<file path="src/rtl/serial_addsub_pkg.sv">
// Shared types and constants for the digit-serial adder/subtractor.
package serial_addsub_pkg;

   typedef enum logic [1:0] {
      StIdle = 2'd0,
      StRun  = 2'd1,
      StDone = 2'd2
   } state_e;

   // Operation encoding on the op input
   localparam logic OP_ADD = 1'b0;
   localparam logic OP_SUB = 1'b1;

   // Result-field reset values
   localparam logic RES_FLAG_RESET = 1'b0;

   // Number of digit cycles per operation
   function automatic int unsigned num_digits(input int unsigned width, input int unsigned digit);
      return width / digit;
   endfunction

   // Digit counter width; at least one bit so N=1 still has a legal counter
   function automatic int unsigned cnt_width(input int unsigned n);
      return (n > 1) ? $clog2(n) : 1;
   endfunction

endpackage

</file>
<file path="src/rtl/serial_adder_subtractor_digit_adder.sv">
// DIGIT-bit combinational ripple adder; also exposes the carry into its top bit.
module digit_adder #(
   parameter int unsigned DIGIT = 4
) (
   input  logic [DIGIT-1:0] x,
   input  logic [DIGIT-1:0] y,
   input  logic             cin,
   output logic [DIGIT-1:0] sum,
   output logic             cout,
   output logic             ctop
);

   // Ripple the carry through each bit position
   always_comb begin
      logic c;
      c    = cin;
      sum  = '0;
      ctop = 1'b0;
      for (int i = 0; i < int'(DIGIT); i++) begin
         if (i == int'(DIGIT) - 1) ctop = c;
         sum[i] = x[i] ^ y[i] ^ c;
         c      = (x[i] & y[i]) | (c & (x[i] ^ y[i]));
      end
      cout = c;
   end

endmodule

</file>
<file path="src/rtl/serial_adder_subtractor.sv">
// Digit-serial two's-complement adder/subtractor with start/done handshake.
// Signed overflow flag is built only when SERIAL_ADDSUB_OVERFLOW_EN is defined;
// otherwise ovf is tied low.
module serial_adder_subtractor
   import serial_addsub_pkg::*;
#(
   parameter int unsigned WIDTH = 16,
   parameter int unsigned DIGIT = 4
) (
   input  logic             clk,
   input  logic             rst_n,
   input  logic             start,
   input  logic             op,
   input  logic [WIDTH-1:0] a,
   input  logic [WIDTH-1:0] b,
   output logic             busy,
   output logic             done,
   output logic [WIDTH-1:0] s,
   output logic             cout,
   output logic             ovf
);

   localparam int unsigned N     = num_digits(WIDTH, DIGIT);
   localparam int unsigned CNT_W = cnt_width(N);

   state_e             state_q, state_d;
   logic [WIDTH-1:0]   a_q, a_d;
   logic [WIDTH-1:0]   b_q, b_d;
   logic [WIDTH-1:0]   res_q, res_d;
   logic               carry_q, carry_d;
   logic [CNT_W-1:0]   cnt_q, cnt_d;
   logic [WIDTH-1:0]   s_q, s_d;
   logic               cout_q, cout_d;

   logic [DIGIT-1:0]   dig_sum;
   logic               dig_cout;
   logic [WIDTH-1:0]   res_shift;
   logic               last_digit;

`ifdef SERIAL_ADDSUB_OVERFLOW_EN
   logic               dig_ctop;
   logic               ovf_q, ovf_d;
`else
   logic               dig_ctop_unused;
`endif

   digit_adder #(
      .DIGIT (DIGIT)
   ) u_digit_adder (
      .x    (a_q[DIGIT-1:0]),
      .y    (b_q[DIGIT-1:0]),
      .cin  (carry_q),
      .sum  (dig_sum),
      .cout (dig_cout),
`ifdef SERIAL_ADDSUB_OVERFLOW_EN
      .ctop (dig_ctop)
`else
      .ctop (dig_ctop_unused)
`endif
   );

   // New sum digit enters at the top; works for N=1 where res_q is fully replaced
   assign res_shift  = WIDTH'({dig_sum, res_q} >> DIGIT);
   assign last_digit = (cnt_q == CNT_W'(N - 1));

   // Next-state, datapath shifting and completion loading
   always_comb begin
      state_d = state_q;
      a_d     = a_q;
      b_d     = b_q;
      res_d   = res_q;
      carry_d = carry_q;
      cnt_d   = cnt_q;
      s_d     = s_q;
      cout_d  = cout_q;
`ifdef SERIAL_ADDSUB_OVERFLOW_EN
      ovf_d   = ovf_q;
`endif
      unique case (state_q)
         StIdle, StDone: begin
            state_d = StIdle;
            if (start) begin
               // Subtract is a + ~b + 1: invert b here, inject the +1 as carry-in
               a_d     = a;
               b_d     = b ^ {WIDTH{op == OP_SUB}};
               carry_d = (op == OP_SUB);
               cnt_d   = '0;
               state_d = StRun;
            end
         end
         StRun: begin
            a_d     = a_q >> DIGIT;
            b_d     = b_q >> DIGIT;
            res_d   = res_shift;
            carry_d = dig_cout;
            cnt_d   = cnt_q + CNT_W'(1);
            if (last_digit) begin
               s_d     = res_shift;
               cout_d  = dig_cout;
`ifdef SERIAL_ADDSUB_OVERFLOW_EN
               ovf_d   = dig_ctop ^ dig_cout;
`endif
               cnt_d   = '0;
               state_d = StDone;
            end
         end
         default: state_d = StIdle;
      endcase
   end

   // State and datapath registers
   always_ff @(posedge clk or negedge rst_n) begin
      if (!rst_n) begin
         state_q <= StIdle;
         a_q     <= '0;
         b_q     <= '0;
         res_q   <= '0;
         carry_q <= 1'b0;
         cnt_q   <= '0;
         s_q     <= '0;
         cout_q  <= RES_FLAG_RESET;
      end else begin
         state_q <= state_d;
         a_q     <= a_d;
         b_q     <= b_d;
         res_q   <= res_d;
         carry_q <= carry_d;
         cnt_q   <= cnt_d;
         s_q     <= s_d;
         cout_q  <= cout_d;
      end
   end

`ifdef SERIAL_ADDSUB_OVERFLOW_EN
   // Overflow flag register
   always_ff @(posedge clk or negedge rst_n) begin
      if (!rst_n) ovf_q <= RES_FLAG_RESET;
      else        ovf_q <= ovf_d;
   end
   assign ovf = ovf_q;
`else
   assign ovf = 1'b0;
`endif

   assign busy = (state_q == StRun);
   assign done = (state_q == StDone);
   assign s    = s_q;
   assign cout = cout_q;

endmodule

</file>
<file path="config.mk">
export PLATFORM = sky130hd
export DESIGN_NAME = serial_adder_subtractor
export DESIGN_NICKNAME = d
export VERILOG_FILES = /design/src/rtl/serial_addsub_pkg.sv /design/src/rtl/serial_adder_subtractor_digit_adder.sv /design/src/rtl/serial_adder_subtractor.sv
export SDC_FILE = /design/constraint.sdc
export NUM_CORES = 1
export LEC_CHECK = 0
export CAP_MARGIN = 25
export CORE_MARGIN = 3
export CORE_UTILIZATION = 40
export CTS_BUF_LIST = sky130_fd_sc_hd__clkbuf_4 sky130_fd_sc_hd__clkbuf_8 sky130_fd_sc_hd__clkbuf_16
export DETAILED_ROUTE_END_ITERATION = 8
export PLACE_DENSITY = 0.73
export SLEW_MARGIN = 10
export SYNTH_ARGS = -nofsm -noshare
export SYNTH_HDL_FRONTEND = slang
export SYNTH_SLANG_ARGS = --single-unit
</file>
<file path="constraint.sdc">
create_clock -name clk -period 5.7 [get_ports clk]
set_input_delay 1.14 -clock clk [delete_from_list [all_inputs] [get_ports clk]]
set_output_delay 1.14 -clock clk [all_outputs]
set_load 0.03 [all_outputs]
</file>
==> run_results.csv <==
group,metric,value,unit
clock_tree,clockRootBuffer,"sky130_fd_sc_hd__clkbuf_8",
worst_hold_path,worstHoldPathType,"flop to flop",
sta,slew_headroom,0.316,
route,routedWlPerCell,13.5,microns
critical_path,worst_ep_arrival_time,2140,ps
critical_path,reg2reg_slack,3480,ps
sta,finalMaxSlewViolations,0,
grt,global_route.overflow_total,0,
grt,via_count_of_the_first_global_routing_pass,2037,
place,dp.cells,381,
synth,synth_top_area_cell,"sky130_fd_sc_hd__dfrtp_1",
finish,layout.nets,337,
finish,fillCellCount,613,
place,gp_congestion,0.730,
critical_path,critical-path-slowest-cell,"sky130_fd_sc_hd__clkdlybuf4s50_1",
critical_path,required_arrival_time_at_the_worst_endpoint,4560,ps
synth,leading_post_synthesis_cells_by_cell_area,"sky130_fd_sc_hd__dfrtp_1 (57%), sky130_fd_sc_hd__nand2_1 (5.9%), sky130_fd_sc_hd__mux2_2 (5.5%)",
finish,count_of_antenna_diodes_in_the_layout,0,
power_and_ir_drop,sw_frac_of_total,0.379,
finish,most-common-layout-cells,"sky130_fd_sc_hd__dfrtp_1 (66), sky130_fd_sc_hd__clkdlybuf4s50_1 (53), sky130_fd_sc_hd__nand2_1 (45)",
power_and_ir_drop,total_switching_power,0.791,mW
clock_tree,clockBufferDepth,2,
sta,finalClockSkew,5.30,ps
power_and_ir_drop,ir_worst_vdd,294,uV
place,placement.io_buffers,54,
place,setup_slack_at_placement,2510,ps
sta,fin_setup_tns,0,ps
critical_path,r2r-end,"s[15]",
finish,drive_gt1_frac,0.120,
die,floorplan.initialDensity,0.417,
clock_tree,numCtsBuffers,9,
clock_tree,tritoncts,"built",
synth,syn-mean-instance-area,11.6,sq um
finish,area.growth.synth_to_final,25.9,%
power_and_ir_drop,power.density_cell_area,575,mW/mm^2
sta,final.hold.worst_slack,477,ps
clock_tree,worst_setup_hold_path_clk_slew,70,ps
sta,final-hold-violation-count,0,
die,core-area,0.00691,sq mm
grt,grt_usage,0.144,
sta,report.final.setup_viol,0,
die,dieHeight,90.9,microns
route,dr_total_vias,1962,
critical_path,worst_reg_to_reg_path_cell_count,8,
synth,synth_top_area_frac,0.573,
sta,setup_ws,2420,ps
clock_tree,htreeDepth,3,
power_and_ir_drop,power,2.09,mW
sta,timing.fmax,305,MHz
route,detailedRoute.firstIterationViolations,108,
clock_tree,clock_sink_count,66,
sta,rsz0062_at_grt,"false",
grt,antenna_found_initial,0,
critical_path,cp_cell_sequence,"nand2b_1 -> buf_4 -> inv_6 -> clkdlybuf4s50_1",
die,die-area,0.00826,sq mm
route,detail-route-antenna-nets,0,
grt,grt_pass1_wl,9490,microns
power_and_ir_drop,cellInternalPower,1.30,mW
power_and_ir_drop,power_frac_clock,0.187,
critical_path,cp-start-kind,"flop",
grt,pin_count_of_the_biggest_net_entering_global_routing,67,
die,design.portCount,56,
power_and_ir_drop,share_seq_of_total_power,0.390,
synth,postSynthRegisterBits,66,
synth,mappedNetlistArea,0.00288,sq mm
sta,least_margin_pin_slew,1020,ps
place,cell_area_placed,0.00343,sq mm
critical_path,critPathTopFamily,"buffers and inverters",
place,post_dp_hpwl,3630,microns
die,floorplan.die.width,90.9,microns
finish,commonest_non_fill_non_tap_cell_in_the_layout,"sky130_fd_sc_hd__dfrtp_1",
critical_path,end_kind,"output pin",
critical_path,cp_max_fo,39,
sta,final_period_minus_worst_setup_slack,3280,ps
synth,synth_nets,289,
critical_path,critical-path-max-stage-delay,740,ps
route,totalWireLength,5380,microns
route,detail_route.vias_per_cell,4.94,
status,outcome,"complete, no violations",
clock_tree,post_cts_resize_count,0,
finish,cell_area_after_layout,0.00363,sq mm
power_and_ir_drop,pwr-share-comb,0.423,
clock_tree,ctsHoldBuffers,0,
synth,synth_sequential_area_ratio,0.573,
route,drt-pass1-iter-count,4,
die,rows,30,
worst_hold_path,min_from,"res_q[5]",
critical_path,critPathBufInv,3,
route,detail_route.drc_violations,0,
worst_hold_path,min_delay_worst_endpoint,"res_q[5]",
clock_tree,worstSkewPairLatency,340,ps
finish,post-route-util,0.526,
critical_path,crit-reg2reg-launch,"a_q[0]",
worst_hold_path,min_path_cells,2,
sta,fin_crit_sh,0.575,
critical_path,critPathKind,"flop to output pin",
finish,instances_no_fill,397,
run,cap_violations,0,
clock_tree,postCtsSetupBuffers,0,
synth,synthesis.instances,248,
synth,ys_types,26,
synth,ys.warnings.count,0,
power_and_ir_drop,leakage,1.66,nW
-- area by class of cell --
cell class / instances / area [sq um] / share of cell area
tap: 96 / 120 / 0.0331
sequential: 66 / 1650 / 0.455
clock buffer: 11 / 151 / 0.0417
timing repair buffer: 56 / 551 / 0.152
inverter: 9 / 38.8 / 0.0107
clock inverter: 5 / 52.6 / 0.0145
multi-input combinational: 154 / 1060 / 0.293
-- power by group through the flow --
| stage | registers, mW | logic (mW) | clock network [mW] |
|---|---|---|---|
| 2_1_floorplan | 0.905 | 0.559 | 0 |
| 3_3_place_gp | 0.813 | 0.874 | 0 |
| 3_5_place_dp | 0.823 | 0.899 | 0 |
| 4_1_cts | 0.817 | 0.898 | 0.404 |
| 5_1_grt | 0.846 | 0.990 | 0.422 |
| 6_report | 0.814 | 0.884 | 0.391 |
-- Yosys cell counts, drive strengths merged --
library cell  instances
nor2b                 2
a22oi                10
nor3                  3
o21ai                 6
nand2                45
buf                  16
a22o                  9
ha                    1
xnor2                12
fa                    4
a21o                  1
xor2                  4
inv                   9
a221o                15
mux2                 14
nand2b                2
nand3                10
nand3b                1
clkbuf                3
dfrtp                66
nor2                 14
conb                  1
-- flip-flops by register name, summed over array words and instances (netlist names) --
register	count
cout	1
carry_q	1
state_q	2
b_q	16
s	16
a_q	16
cnt_q	2
res_q	12
-- cells by family (layout without fill, tap and decap cells) --
group,count (synthesis),after routing,share of synthesized area
compound gates,41,41,0.118
xor+xnor,16,16,0.0486
fa+ha+maj,5,5,0.0321
buf+inv,28,81,0.0586
flops,66,66,0.573
mux,14,14,0.0547
other cells,1,1,0.00130
simple gates,77,77,0.113
-- per-layer routing --
metal	share of wire	wire length [microns]	GRT usage
met1	0.46	2450	0.177
met3	0.063	337	0.0550
met5	0	0	0
met4	0.010	55	0.0440
met2	0.47	2530	0.237
-- how the worst max path moves through the flow --
stage	slack (ps)	startpoint	depth (start not counted)	endpoint
floorplan	3560	state_q[1]	5	busy
global placement	2550	start	4	b_q[2]
finish	2420	state_q[0]	4	busy
global route	2310	state_q[0]	4	busy
CTS	2410	state_q[0]	4	busy
detailed placement	2510	start	4	b_q[9]
-- worst reg2reg max path, delay by kind of cell, from the launching register on --
kind	cells	cell delay, ps
AOI/OAI and AO/OA	1	160
adders and majority gates	4	1350
buffers and inverters	3	200
DFF	1	410
Note: power is estimated with default switching activity, not from simulation.
